<file path="config.mk">
export PLATFORM = sky130hd
export DESIGN_NAME = seg_bcd_counter_flat
export DESIGN_NICKNAME = d
export VERILOG_FILES = /design/src/rtl/seg_bcd_counter_if.sv /design/src/rtl/seg_bcd_counter.sv /design/src/flat_wrapper.sv
export SDC_FILE = /design/constraint.sdc
export NUM_CORES = 1
export LEC_CHECK = 0
export CAP_MARGIN = 10
export CORE_MARGIN = 2
export CORE_UTILIZATION = 45
export DETAILED_ROUTE_END_ITERATION = 8
export PLACE_DENSITY = 0.77
export SLEW_MARGIN = 10
export SYNTH_ARGS = -nofsm -noshare
export SYNTH_HDL_FRONTEND = slang
export SYNTH_SLANG_ARGS = --single-unit
</file>
<file path="constraint.sdc">
create_clock -name clk -period 1.7 [get_ports clk]
set_input_delay 0.17 -clock clk [delete_from_list [all_inputs] [get_ports clk]]
set_output_delay 0.17 -clock clk [all_outputs]
set_load 0.03 [all_outputs]
</file>
<file path="src/rtl/seg_bcd_counter_if.sv">
// rtl/seg_bcd_counter_if.sv - control inputs and count outputs of seg_bcd_counter
interface seg_bcd_counter_if #(
  parameter int NUM_DIG = 4
);
  logic                   en;
  logic                   up_dn;
  logic                   clr;
  logic                   load;
  logic [4*NUM_DIG-1:0]   load_val;
  logic                   ovf_clr;
  logic [4*NUM_DIG-1:0]   digits;
  logic                   co;
  logic                   ovf_sticky;
  logic                   load_err;

  modport master (
    output en, up_dn, clr, load, load_val, ovf_clr,
    input  digits, co, ovf_sticky, load_err
  );

  modport slave (
    input  en, up_dn, clr, load, load_val, ovf_clr,
    output digits, co, ovf_sticky, load_err
  );
endinterface

</file>
<file path="src/rtl/seg_bcd_counter.sv">
// rtl/seg_bcd_counter.sv - parametrised multi-digit up/down BCD counter
module seg_bcd_counter #(
  parameter int NUM_DIG  = 4,
  parameter int TOP_MAX  = 9,
  parameter bit SATURATE = 1'b0
) (
  input logic              clk,
  input logic              reset_n,
  seg_bcd_counter_if.slave bus
);
  localparam int W = 4 * NUM_DIG;

  logic [W-1:0] dig_q;
  logic [W-1:0] inc_val;
  logic [W-1:0] dec_val;
  logic [W-1:0] load_fix;
  logic         term_up;
  logic         term_dn;
  logic         load_bad;
  logic         terminal;
  logic         step;
  logic         ovf_q;
  logic         load_err_q;

  // Next +1 / -1 values and sanitised load value, carry and borrow rippling within the cycle
  always_comb begin
    logic       carry;
    logic       borrow;
    logic [3:0] d;
    logic [3:0] lv;
    logic [3:0] dmax;
    carry    = 1'b1;
    borrow   = 1'b1;
    load_bad = 1'b0;
    inc_val  = '0;
    dec_val  = '0;
    load_fix = '0;
    d        = '0;
    lv       = '0;
    dmax     = '0;
    for (int i = 0; i < NUM_DIG; i++) begin
      d    = dig_q[4*i +: 4];
      lv   = bus.load_val[4*i +: 4];
      dmax = (i == NUM_DIG - 1) ? 4'(TOP_MAX) : 4'd9;
      inc_val[4*i +: 4] = carry  ? ((d == dmax)  ? 4'd0 : d + 4'd1) : d;
      dec_val[4*i +: 4] = borrow ? ((d == 4'd0)  ? dmax : d - 4'd1) : d;
      carry  = carry  & (d == dmax);
      borrow = borrow & (d == 4'd0);
      // An out-of-range load digit is forced to zero and flagged
      if (lv > dmax) begin
        load_bad = 1'b1;
      end else begin
        load_fix[4*i +: 4] = lv;
      end
    end
    term_up = carry;
    term_dn = borrow;
  end

  assign terminal       = bus.up_dn ? term_up : term_dn;
  assign step           = bus.en & ~bus.clr & ~bus.load;
  assign bus.co         = step & terminal & reset_n;
  assign bus.digits     = dig_q;
  assign bus.ovf_sticky = ovf_q;
  assign bus.load_err   = load_err_q;

  // Digit register and load error flag: clr beats load beats counting
  always_ff @(posedge clk) begin
    if (!reset_n) begin
      dig_q      <= '0;
      load_err_q <= 1'b0;
    end else if (bus.clr) begin
      dig_q      <= '0;
      load_err_q <= 1'b0;
    end else if (bus.load) begin
      dig_q      <= load_fix;
      load_err_q <= load_bad;
    end else begin
      load_err_q <= 1'b0;
      if (bus.en && !(terminal && SATURATE)) begin
        dig_q <= bus.up_dn ? inc_val : dec_val;
      end
    end
  end

  // Sticky overflow: a wrap/saturate event in the same cycle wins over ovf_clr
  always_ff @(posedge clk) begin
    if (!reset_n) begin
      ovf_q <= 1'b0;
    end else if (step && terminal) begin
      ovf_q <= 1'b1;
    end else if (bus.ovf_clr) begin
      ovf_q <= 1'b0;
    end
  end
endmodule

</file>
<file path="src/flat_wrapper.sv">
// flat-port wrapper written by rule: the top's interface ports become plain ports
module seg_bcd_counter_flat 
#(
  parameter int NUM_DIG  = 4,
  parameter int TOP_MAX  = 9,
  parameter bit SATURATE = 1'b0
)
  (clk, reset_n, bus_en, bus_up_dn, bus_clr, bus_load, bus_load_val, bus_ovf_clr, bus_digits, bus_co, bus_ovf_sticky, bus_load_err);
  seg_bcd_counter_if #(.NUM_DIG(NUM_DIG)) bus_i ();
  input logic clk;
  input logic reset_n;
  input wire logic [$bits(bus_i.en)-1:0] bus_en;
  input wire logic [$bits(bus_i.up_dn)-1:0] bus_up_dn;
  input wire logic [$bits(bus_i.clr)-1:0] bus_clr;
  input wire logic [$bits(bus_i.load)-1:0] bus_load;
  input wire logic [$bits(bus_i.load_val)-1:0] bus_load_val;
  input wire logic [$bits(bus_i.ovf_clr)-1:0] bus_ovf_clr;
  output wire logic [$bits(bus_i.digits)-1:0] bus_digits;
  output wire logic [$bits(bus_i.co)-1:0] bus_co;
  output wire logic [$bits(bus_i.ovf_sticky)-1:0] bus_ovf_sticky;
  output wire logic [$bits(bus_i.load_err)-1:0] bus_load_err;
  assign bus_i.en = bus_en;
  assign bus_i.up_dn = bus_up_dn;
  assign bus_i.clr = bus_clr;
  assign bus_i.load = bus_load;
  assign bus_i.load_val = bus_load_val;
  assign bus_i.ovf_clr = bus_ovf_clr;
  assign bus_digits = bus_i.digits;
  assign bus_co = bus_i.co;
  assign bus_ovf_sticky = bus_i.ovf_sticky;
  assign bus_load_err = bus_i.load_err;
  seg_bcd_counter #(.NUM_DIG(NUM_DIG), .TOP_MAX(TOP_MAX), .SATURATE(SATURATE)) u_core (.clk(clk), .reset_n(reset_n), .bus(bus_i));
endmodule
</file>
**Yosys cells after proc, flatten, opt, wreduce, memory -nomap -nowiden**

Cells that the tools add are included.
W data, S select, Z words.

- Input port bits: 23
- Register bits: 18
- Logic and storage cells: 81

- Magnitude comparators: 4
- Multiplexer cells: 28
- Reduce and logical (&&, ||, !) cells: 15
- Bitwise logic cells: 13
- Add/sub/neg operators: 8
- Eq/ne operators: 7

Operators by type and width:

| kind | count |
|---|---|
| $mux W4 | 18 |
| $mux W16 | 3 |
| $add A4 B1 Y4 const B | 4 |
| $eq A4 B4 Y1 const B | 4 |
| $gt A4 B4 Y1 const B | 4 |
| $logic_not A4 Y1 | 4 |
| $sub A4 B1 Y4 const B | 4 |
| $and A1 B1 Y1 | 10 |
| $ne A3 B1 Y1 const B | 3 |
| $reduce_and A3 Y1 | 3 |
| $reduce_bool A3 Y1 | 3 |
| $mux W1 | 7 |
| $reduce_bool A2 Y1 | 2 |
| $not A1 Y1 | 3 |
| $reduce_or A3 Y1 | 1 |
| $reduce_or A2 Y1 | 1 |
| $logic_and A1 B1 Y1 | 1 |

**Logic depth before layout (Yosys ltp)**

Gate-level depths: netlist of the first run.

- Word-level depth: 7
- Gate-level depth with buffers: 7
- Depth with buffers taken out: 5

**Worst setup path before layout of the first run**

No wires, ideal clock.

- Kind: flip-flop to output port
- From: reg u_core.dig_q[0] (netlist: u_core.bus.digits[0])
- To: out bus_co
- Cell stages (with the launch flop): 7
- Slack: -0.709 ns
- Arrival: 2.239 ns
- Path buffers: 1
- Data required time: 1.530 ns
- Cells stage by stage: dfxtp_1 buf_6 nor4_4 nand3_1 nor3_1 nor2_1 nor4_1

- Word-level cells in the longest chain between the ends: 7
- Elaborated cells between the ends (all ways): 11

Ends and longest elaborated chain:

| element | line | source |
|---|---|---|
| start: declaration | seg_bcd_counter.sv:13 | `logic [W-1:0] dig_q;` |
| start signal: assignment | seg_bcd_counter.sv:76 | `dig_q <= load_fix;` |
| start signal: assignment | seg_bcd_counter.sv:81 | `dig_q <= bus.up_dn ? inc_val : dec_val;` |
| $eq A4 B4 Y1 / $logic_not A4 Y1 (equally long branches) | seg_bcd_counter.sv:47, seg_bcd_counter.sv:48 |  |
| $and A1 B1 Y1 (on tied branches) (3 in a row) | seg_bcd_counter.sv:47, seg_bcd_counter.sv:48 |  |
| $mux W1 * | seg_bcd_counter.sv:60 | `assign terminal = bus.up_dn ? term_up : term_dn;` |
| $and A1 B1 Y1 * (2 in a row) | seg_bcd_counter.sv:62 | `assign bus.co = step & terminal & reset_n;` |
| end: declaration | flat_wrapper.sv:19 | `output wire logic [$bits(bus_i.co)-1:0] bus_co;` |

Every way passes the cells marked *; elsewhere a longest branch is shown, timed or not.

**Final worst setup path of the first run**

- From: reg u_core.dig_q[12] (netlist: u_core.bus.digits[12])
- To: out bus_co

- Word-level cells in the longest chain between the ends: 5
- Elaborated cells between the ends (all ways): 7

Ends and longest elaborated chain:

| element | line |
|---|---|
| $eq A4 B4 Y1 / $logic_not A4 Y1 (equally long branches) | seg_bcd_counter.sv:47, seg_bcd_counter.sv:48 |
| $and A1 B1 Y1 (on tied branches) | seg_bcd_counter.sv:47, seg_bcd_counter.sv:48 |
| $mux W1 * | seg_bcd_counter.sv:60 |
| $and A1 B1 Y1 * (2 in a row) | seg_bcd_counter.sv:62 |

Marked as above.

==> summary.txt, run 1 <==
Synthesis
  – Post-synth ARST share: 0%
  – Syn Inst Count: between 200 and 250
  – Top_reg_cell synth: dfxtp_1
  – Sequential area share after synthesis: about a fifth
  – Ys Warns: 0
  – Syn avg cell area: between 7 and 8 µm²
  – Distinct cells, synth: 55
  – Post-synthesis cell area: roughly 1700 µm²
  – Number of flops mapped to enable cells by yosys: 0
  – Count of state elements after synthesis: 18
  – Mapped Nets: ~240

Global routing
  – Initial antenna violation count: 0
  – First-pass GRT wire length: 7721 µm
  – Tot GR Track Use: a little under a quarter
  – Vias in the first global route: 1681
  – Largest net degree at the start of global routing: 20
  – Global route overflow: 0

STA
  – Fmax: 0.5331 GHz
  – Final Hold Viols: 0
  – RSZ-0062 raised after global routing: true
  – Fin crit share: 110.3%
  – Setup_tns: -285.3 ps
  – Max-slew violations: 0
  – Setup ws final: -175.9 ps
  – # setup viols final: 2
  – Worst Skew: approximately 1.9 ps
  – Max-Slew Margin vs Limit: between 70% and 80%
  – Minimum clock period: approximately 1900 ps
  – Slew @ Worst Pin: between 300 and 400 ps

Cells and area
  – Number of fillers in the final layout: 304
  – Most common cell after layout, fill and taps aside: buf_4
  – Layout area overhead: 41.73%
  – Most frequent cells in the layout: buf_4 (39), clkdlybuf4s50_1 (35), o21ai_0 (21)
  – Finished Cell Area: around 2400 µm²
  – Post-layout util: between 60% and 70%
  – Final layout net count: slightly above 300
  – Layout cells sized above 1: ~28%
  – # diodes: 0

Critical path
  – Critical path type: reg2out
  – CP arrival: ~1700 ps
  – Worst endpoint required time: about 1500 ps
  – Startpoint types: flop
  – Crit Path Max Fanout: 2
  – Crit. End Element: primary output

Detailed routing
  – DRT Pass-1 Iters: 4
  – Final ANT Viol Nets: 0
  – Vias per cell: 5.662
  – DR vias: roughly 1900
  – WL/cell: ~14 µm
  – Final WL: between 4000 and 5000 µm
  – DRC errors left: 0
  – Violation count after the first detailed-route iteration: 147

CTS
  – Clock transition at path regs: ~70 ps
  – CTS max path bufs: 2
  – CTS Buf Count: 3
  – Root Driver: clkbuf_8
  – TritonCTS clock tree: yes
  – TritonCTS Sinks: 18
  – H-tree depth: 1
  – Clk Latency, worst-skew pair: between 200 and 300 ps

Power and ir drop
  – Max VDD drop: 523.3 µV
  – Tot Pwr: between 1000 and 1500 µW
  – Pwr Density: 572.7 nW/µm²
  – P_leak: 0.0009510 µW

Floorplan
  – Core area: 3661 µm²
  – IO Pins: between 40 and 50
  – Row count: 22
  – Chip Height: between 60 and 70 µm
  – Initial core utilization: between 40% and 50%
  – Die area: between 4000 and 5000 µm²
  – Die X: 65.63 µm

Run
  – Max-cap violations: 0

Placement
  – Port bufs: 41
  – DP Wirelength: ~3500 µm
  – Area after DPL: approximately 2300 µm²
  – Pre-CTS setup slack: -196.5 ps
  – Placer Congestion: 0.8105

Hold path
  – Hold Path Class: in2reg

Outcome
  – Violated checks: negative setup slack
  – Status: complete, but fails checks
==> synth_stat cells (3+ instances only) <==
master / number / share of area [%]
and4bb_2: 3 / 2.2
o21ai_0: 23 / 6.7
nand3_1: 6 / 1.8
nand3b_1: 6 / 2.6
inv_1: 10 / 2.2
o22ai_1: 5 / 1.8
buf_6: 3 / 2.0
xnor2_1: 5 / 2.6
nor2_1: 18 / 4.0
dfxtp_1: 18 / 21
a21oi_1: 19 / 5.6
a221oi_1: 3 / 1.5
nand2_1: 11 / 2.4
a31oi_1: 9 / 3.3
nor2b_1: 4 / 1.5
mux2i_1: 3 / 1.8
clkbuf_8: 7 / 5.6
nor4_4: 3 / 3.7
nor3_1: 7 / 2.0
xor2_1: 3 / 1.5
nand2b_1: 4 / 1.5
clkbuf_1: 7 / 1.5
==> logic make-up after synthesis <==
logic type | Yosys count | synth area share (%)
buffers and inverters | 32 | 13.03
flip-flops | 18 | 21.08
multiplexers | 3 | 1.757
AO/OA/AOI/OAI | 82 | 31.04
XOR/XNOR | 8 | 4.100
AND/OR/NAND/NOR | 78 | 28.99
==> per-layer routing <==
layer  global-route usage, %  up-vias  share of wire (%)
met1                   30.31      867                 45
met5                       0        -                  0
met2                   38.38       62                 49
met4                   4.688        0                1.1
li1                        -      939                  -
met3                   4.452        6                5.0
==> through the flow <==
step                      hold slack [ps]  cells
final                               495.4    331
after global routing                519.1    331
after CTS                           490.1    330
after detailed placement            495.5    324
after global placement              506.4    324
after floorplan                     306.1    221
==> final cells by class <==
| type | count | area [µm²] | area share, % |
|---|---|---|---|
| flip-flops and latches | 18 | 376.6 | 15.55 |
| well taps | 48 | 60.06 | 2.479 |
| clock buffers | 4 | 55.05 | 2.273 |
| inverters | 10 | 37.54 | 1.550 |
| repair buffers | 80 | 709.4 | 29.29 |
| multi-input cells | 171 | 1184 | 48.86 |
==> critical path, cell delays in order (launching register included) <==
cell and delay (ps):
dfxtp_2 330, or4_4 530, nor3_2 180, nor2_2 80, nor4_4 160, buf_6 170
==> path summary, 6_finish.rpt <==
check / startpoint / to / slack [ps] / depth (start not counted)
hold reg to reg: u_core.bus.ovf_sticky$_SDFFE_PN0P_ / u_core.bus.ovf_sticky$_SDFFE_PN0P_ / 510 / 2
setup reg to reg: u_core.bus.digits[12]$_SDFFE_PP0P_ / u_core.bus.ovf_sticky$_SDFFE_PN0P_ / -110 / 6
hold / removal: bus_load_val[4] / u_core.bus.digits[4]$_SDFFE_PP0P_ / 500 / 3
setup / recovery: u_core.bus.digits[12]$_SDFFE_PP0P_ / bus_co / -180 / 5
==> flip-flops by register name, summed over array words and instances (netlist names) <==
| signal | flops |
|---|---|
| u_core.bus.digits | 16 |
| u_core.bus.load_err | 1 |
| u_core.bus.ovf_sticky | 1 |
==> power breakdown <==
part / switching (µW) / internal (µW) / leakage, µW / total, µW
registers: 22.5 / 443 / 0.000151 / 466
logic: 288 / 275 / 0.000771 / 564
clock network: 152 / 206 / 0.0000288 / 358
==> timing repair <==
action / CTS / global route
endpoints found under the setup margin: 3 / 13
gates cloned: 0 / 0
pin swaps: 6 / 6
resized for setup: 7 / 10
hold buffers: 0 / 0
buffers inserted: 2 / 1
No activity file was read; power rests on OpenSTA's default activity.
==> inputs of run 2 (changes only) <==
--- a/constraint.sdc
+++ b/constraint.sdc
@@ -3,2 +3,2 @@
 set_output_delay 0.17 -clock clk [all_outputs]
-set_load 0.03 [all_outputs]
+set_load 0.1 [all_outputs]
==> run 2 against run 1 <==
The run still ends with negative setup slack left. Sequential power down 2%. Power is 14% higher. Die area stayed put.
==> summary.txt, run 2 (synthesis gave the netlist of run 1 again) <==
STA
  – Fmax: 0.5131 GHz (was 0.5331 GHz)
  – Worst Skew: 2.306 ps (was 1.924 ps)
  – Final Hold Viols: 0 (unchanged)
  – Setup ws final: -249.0 ps (was -175.9 ps)
  – Slew @ Worst Pin: 409.2 ps (was 376.7 ps)
  – Max-slew violations: 0 (unchanged)
  – Hold_ws: 491.2 ps (was 495.4 ps)
  – Max-Slew Margin vs Limit: 72.43% (was 74.57%)
  – Minimum clock period: 1949 ps (was 1876 ps)
  – RSZ-0062 raised after global routing: true (unchanged)
  – Fin crit share: 114.6% (was 110.3%)
  – # setup viols final: 1 (was 2)

Detailed routing
  – WL/cell: 14.86 µm (was 14.08 µm)
  – Vias per cell: 5.817 (was 5.662)
  – DRC errors left: 0 (unchanged)
  – Violation count after the first detailed-route iteration: 180 (was 147)
  – DR vias: 1937 (was 1874)
  – DRT Pass-1 Iters: 4 (unchanged)
  – Final ANT Viol Nets: 0 (unchanged)
  – Final WL: 4950 µm (was 4659 µm)

Global routing
  – First-pass GRT wire length: 8079 µm (was 7721 µm)
  – Tot GR Track Use: 23.60% (was 22.89%)
  – Vias in the first global route: 1737 (was 1681)
  – Initial antenna violation count: 0 (unchanged)
  – Largest net degree at the start of global routing: 28 (was 20)
  – Global route overflow: 0 (unchanged)

Placement
  – Placer Congestion: 0.9205 (was 0.8105)
  – Pre-CTS setup slack: -306.1 ps (was -196.5 ps)
  – Port bufs: 41 (unchanged)
  – DP Wirelength: 3625 µm (was 3545 µm)

Critical path
  – Crit-path slowest cell: or4_4 (unchanged)
  – Worst path cell trace: or4_4 > nor3_2 > nor2_1 > nor4_4 > buf_12 (was or4_4 > nor3_2 > nor2_2 > nor4_4 > buf_6)
  – Crit path max-delay family: simple AND/OR/NAND/NOR gates (unchanged)
  – Crit Path Max Fanout: 2 (unchanged)
  – Crit. End Element: primary output (unchanged)
  – Critical path type: reg2out (unchanged)
  – Startpoint types: flop (unchanged)
  – CP arrival: 1780 ps (was 1710 ps)
  – Buffers & Inverters on Critical Path: 1 (unchanged)
  – Worst endpoint required time: 1530 ps (about the same)
  – CP peak stage delay: 540 ps (was 530 ps)

Floorplan
  – IO Pins: 42 (unchanged)
  – Die X: 65.63 µm (unchanged)
  – Row count: 22 (unchanged)
  – Initial core utilization: 46.68% (unchanged)
  – Core area: 3661 µm² (unchanged)
  – Chip Height: 65.63 µm (unchanged)
  – Die area: 4307 µm² (unchanged)

Power and ir drop
  – P_leak: 0.001008 µW (was 0.0009510 µW)
  – Pwr Density: 590.1 nW/µm² (was 572.7 nW/µm²)
  – Max VDD drop: 347.8 µV (was 523.3 µV)

Cells and area
  – Layout cells sized above 1: 37.89% (was 27.56%)
  – Final layout net count: 309 (was 307)
  – Most frequent cells in the layout: buf_4 (38), clkdlybuf4s50_1 (22), o21ai_0 (20) (was buf_4 (39), clkdlybuf4s50_1 (35), o21ai_0 (21))
  – Number of fillers in the final layout: 263 (was 304)
  – # diodes: 0 (unchanged)
  – Most common cell after layout, fill and taps aside: buf_4 (unchanged)
  – Max reg flops: 16 (unchanged)
  – Layout area overhead: 57.47% (was 41.73%)

CTS
  – CTS max path bufs: 2 (unchanged)
  – H-tree depth: 1 (unchanged)
  – Hold Buf Count CTS: 0 (unchanged)
  – Root Driver: clkbuf_8 (unchanged)
  – Clk Latency, worst-skew pair: 250 ps (was 260 ps)
  – TritonCTS Sinks: 18 (unchanged)
  – TritonCTS clock tree: yes (unchanged)
  – Clock transition at path regs: 80 ps (was 70 ps)
  – CTS Buf Count: 3 (unchanged)

Run
  – Max-cap violations: 0 (unchanged)

Hold path
  – Hold Path Class: reg2reg (was in2reg)

Outcome
  – Status: complete, but fails checks (unchanged)
  – Violated checks: negative setup slack (unchanged)
==> run 2: cell count changes in the layout (fill, tap and decap cells not counted), sizes merged <==
cell and change:
buf +20, clkdlybuf4s50 -13, dlymetal6s2s -3, dlygate4sd2 -2
==> run 2: per-layer routing <==
metal  vias to the layer above  track usage [%]  share of wire (%)  wire length [µm]
met2                        93            39.14                 48              2367
met3                        12            3.425                8.0               394
li1                        948                -                  -                 -
met1                       884            32.11                 42              2083
met4                         0            5.469                2.1               106
met5                         -                0                  0                 0
==> run 2: path summary, 6_finish.rpt <==
| kind | from | to | slack [ps] | depth (start not counted) |
|---|---|---|---|---|
| setup / recovery | u_core.bus.digits[12]$_SDFFE_PP0P_ | bus_co | -250 | 5 |
| setup reg to reg | u_core.bus.digits[2]$_SDFFE_PP0P_ | u_core.bus.digits[8]$_SDFFE_PP0P_ | 10 | 6 |
| hold / removal | u_core.bus.ovf_sticky$_SDFFE_PN0P_ | u_core.bus.ovf_sticky$_SDFFE_PN0P_ | 490 | 2 |
| hold reg to reg | u_core.bus.ovf_sticky$_SDFFE_PN0P_ | u_core.bus.ovf_sticky$_SDFFE_PN0P_ | 490 | 2 |
==> run 2: worst min-delay path, cell delays in order (launching register included) <==
cell and delay (ps):
dfxtp_1 320, nand3b_1 70, o41ai_1 60
==> run 2: area by class of cell <==
cell class	instances	area [µm²]	area share, %
clock buffer	4	55.05	2.046
sequential	18	415.4	15.43
inverter	10	37.54	1.395
timing repair buffer	82	919.6	34.17
multi-input combinational	171	1204	44.72
tap	48	60.06	2.232
==> run 2: repair_timing <==
item,4_1_cts,5_1_grt
setup buffers,5,2
pin swaps,5,8
gates resized for setup,3,15
endpoints found under the setup margin,4,13
==> run 2: power breakdown <==
group          total (µW)  leakage [µW]  switching, µW  internal, µW
Combinational         765      0.000821            428           337
Sequential            459      0.000158           24.9           434
Clock                 364     0.0000288            158           206
==> run 2: through the flow <==
step,power (µW),cells,area [µm²],setup TNS [ps],utilization (%)
5_1_grt,1662,333,2691,-570.1,73.51
3_5_place_dp,1163,323,2511,-2198,68.59
6_report,1588,333,2691,-249.0,73.51
4_1_cts,1550,332,2618,-278.6,71.50
3_3_place_gp,1152,323,2511,-1612,68.59
2_1_floorplan,909.7,221,1785,-1157,-
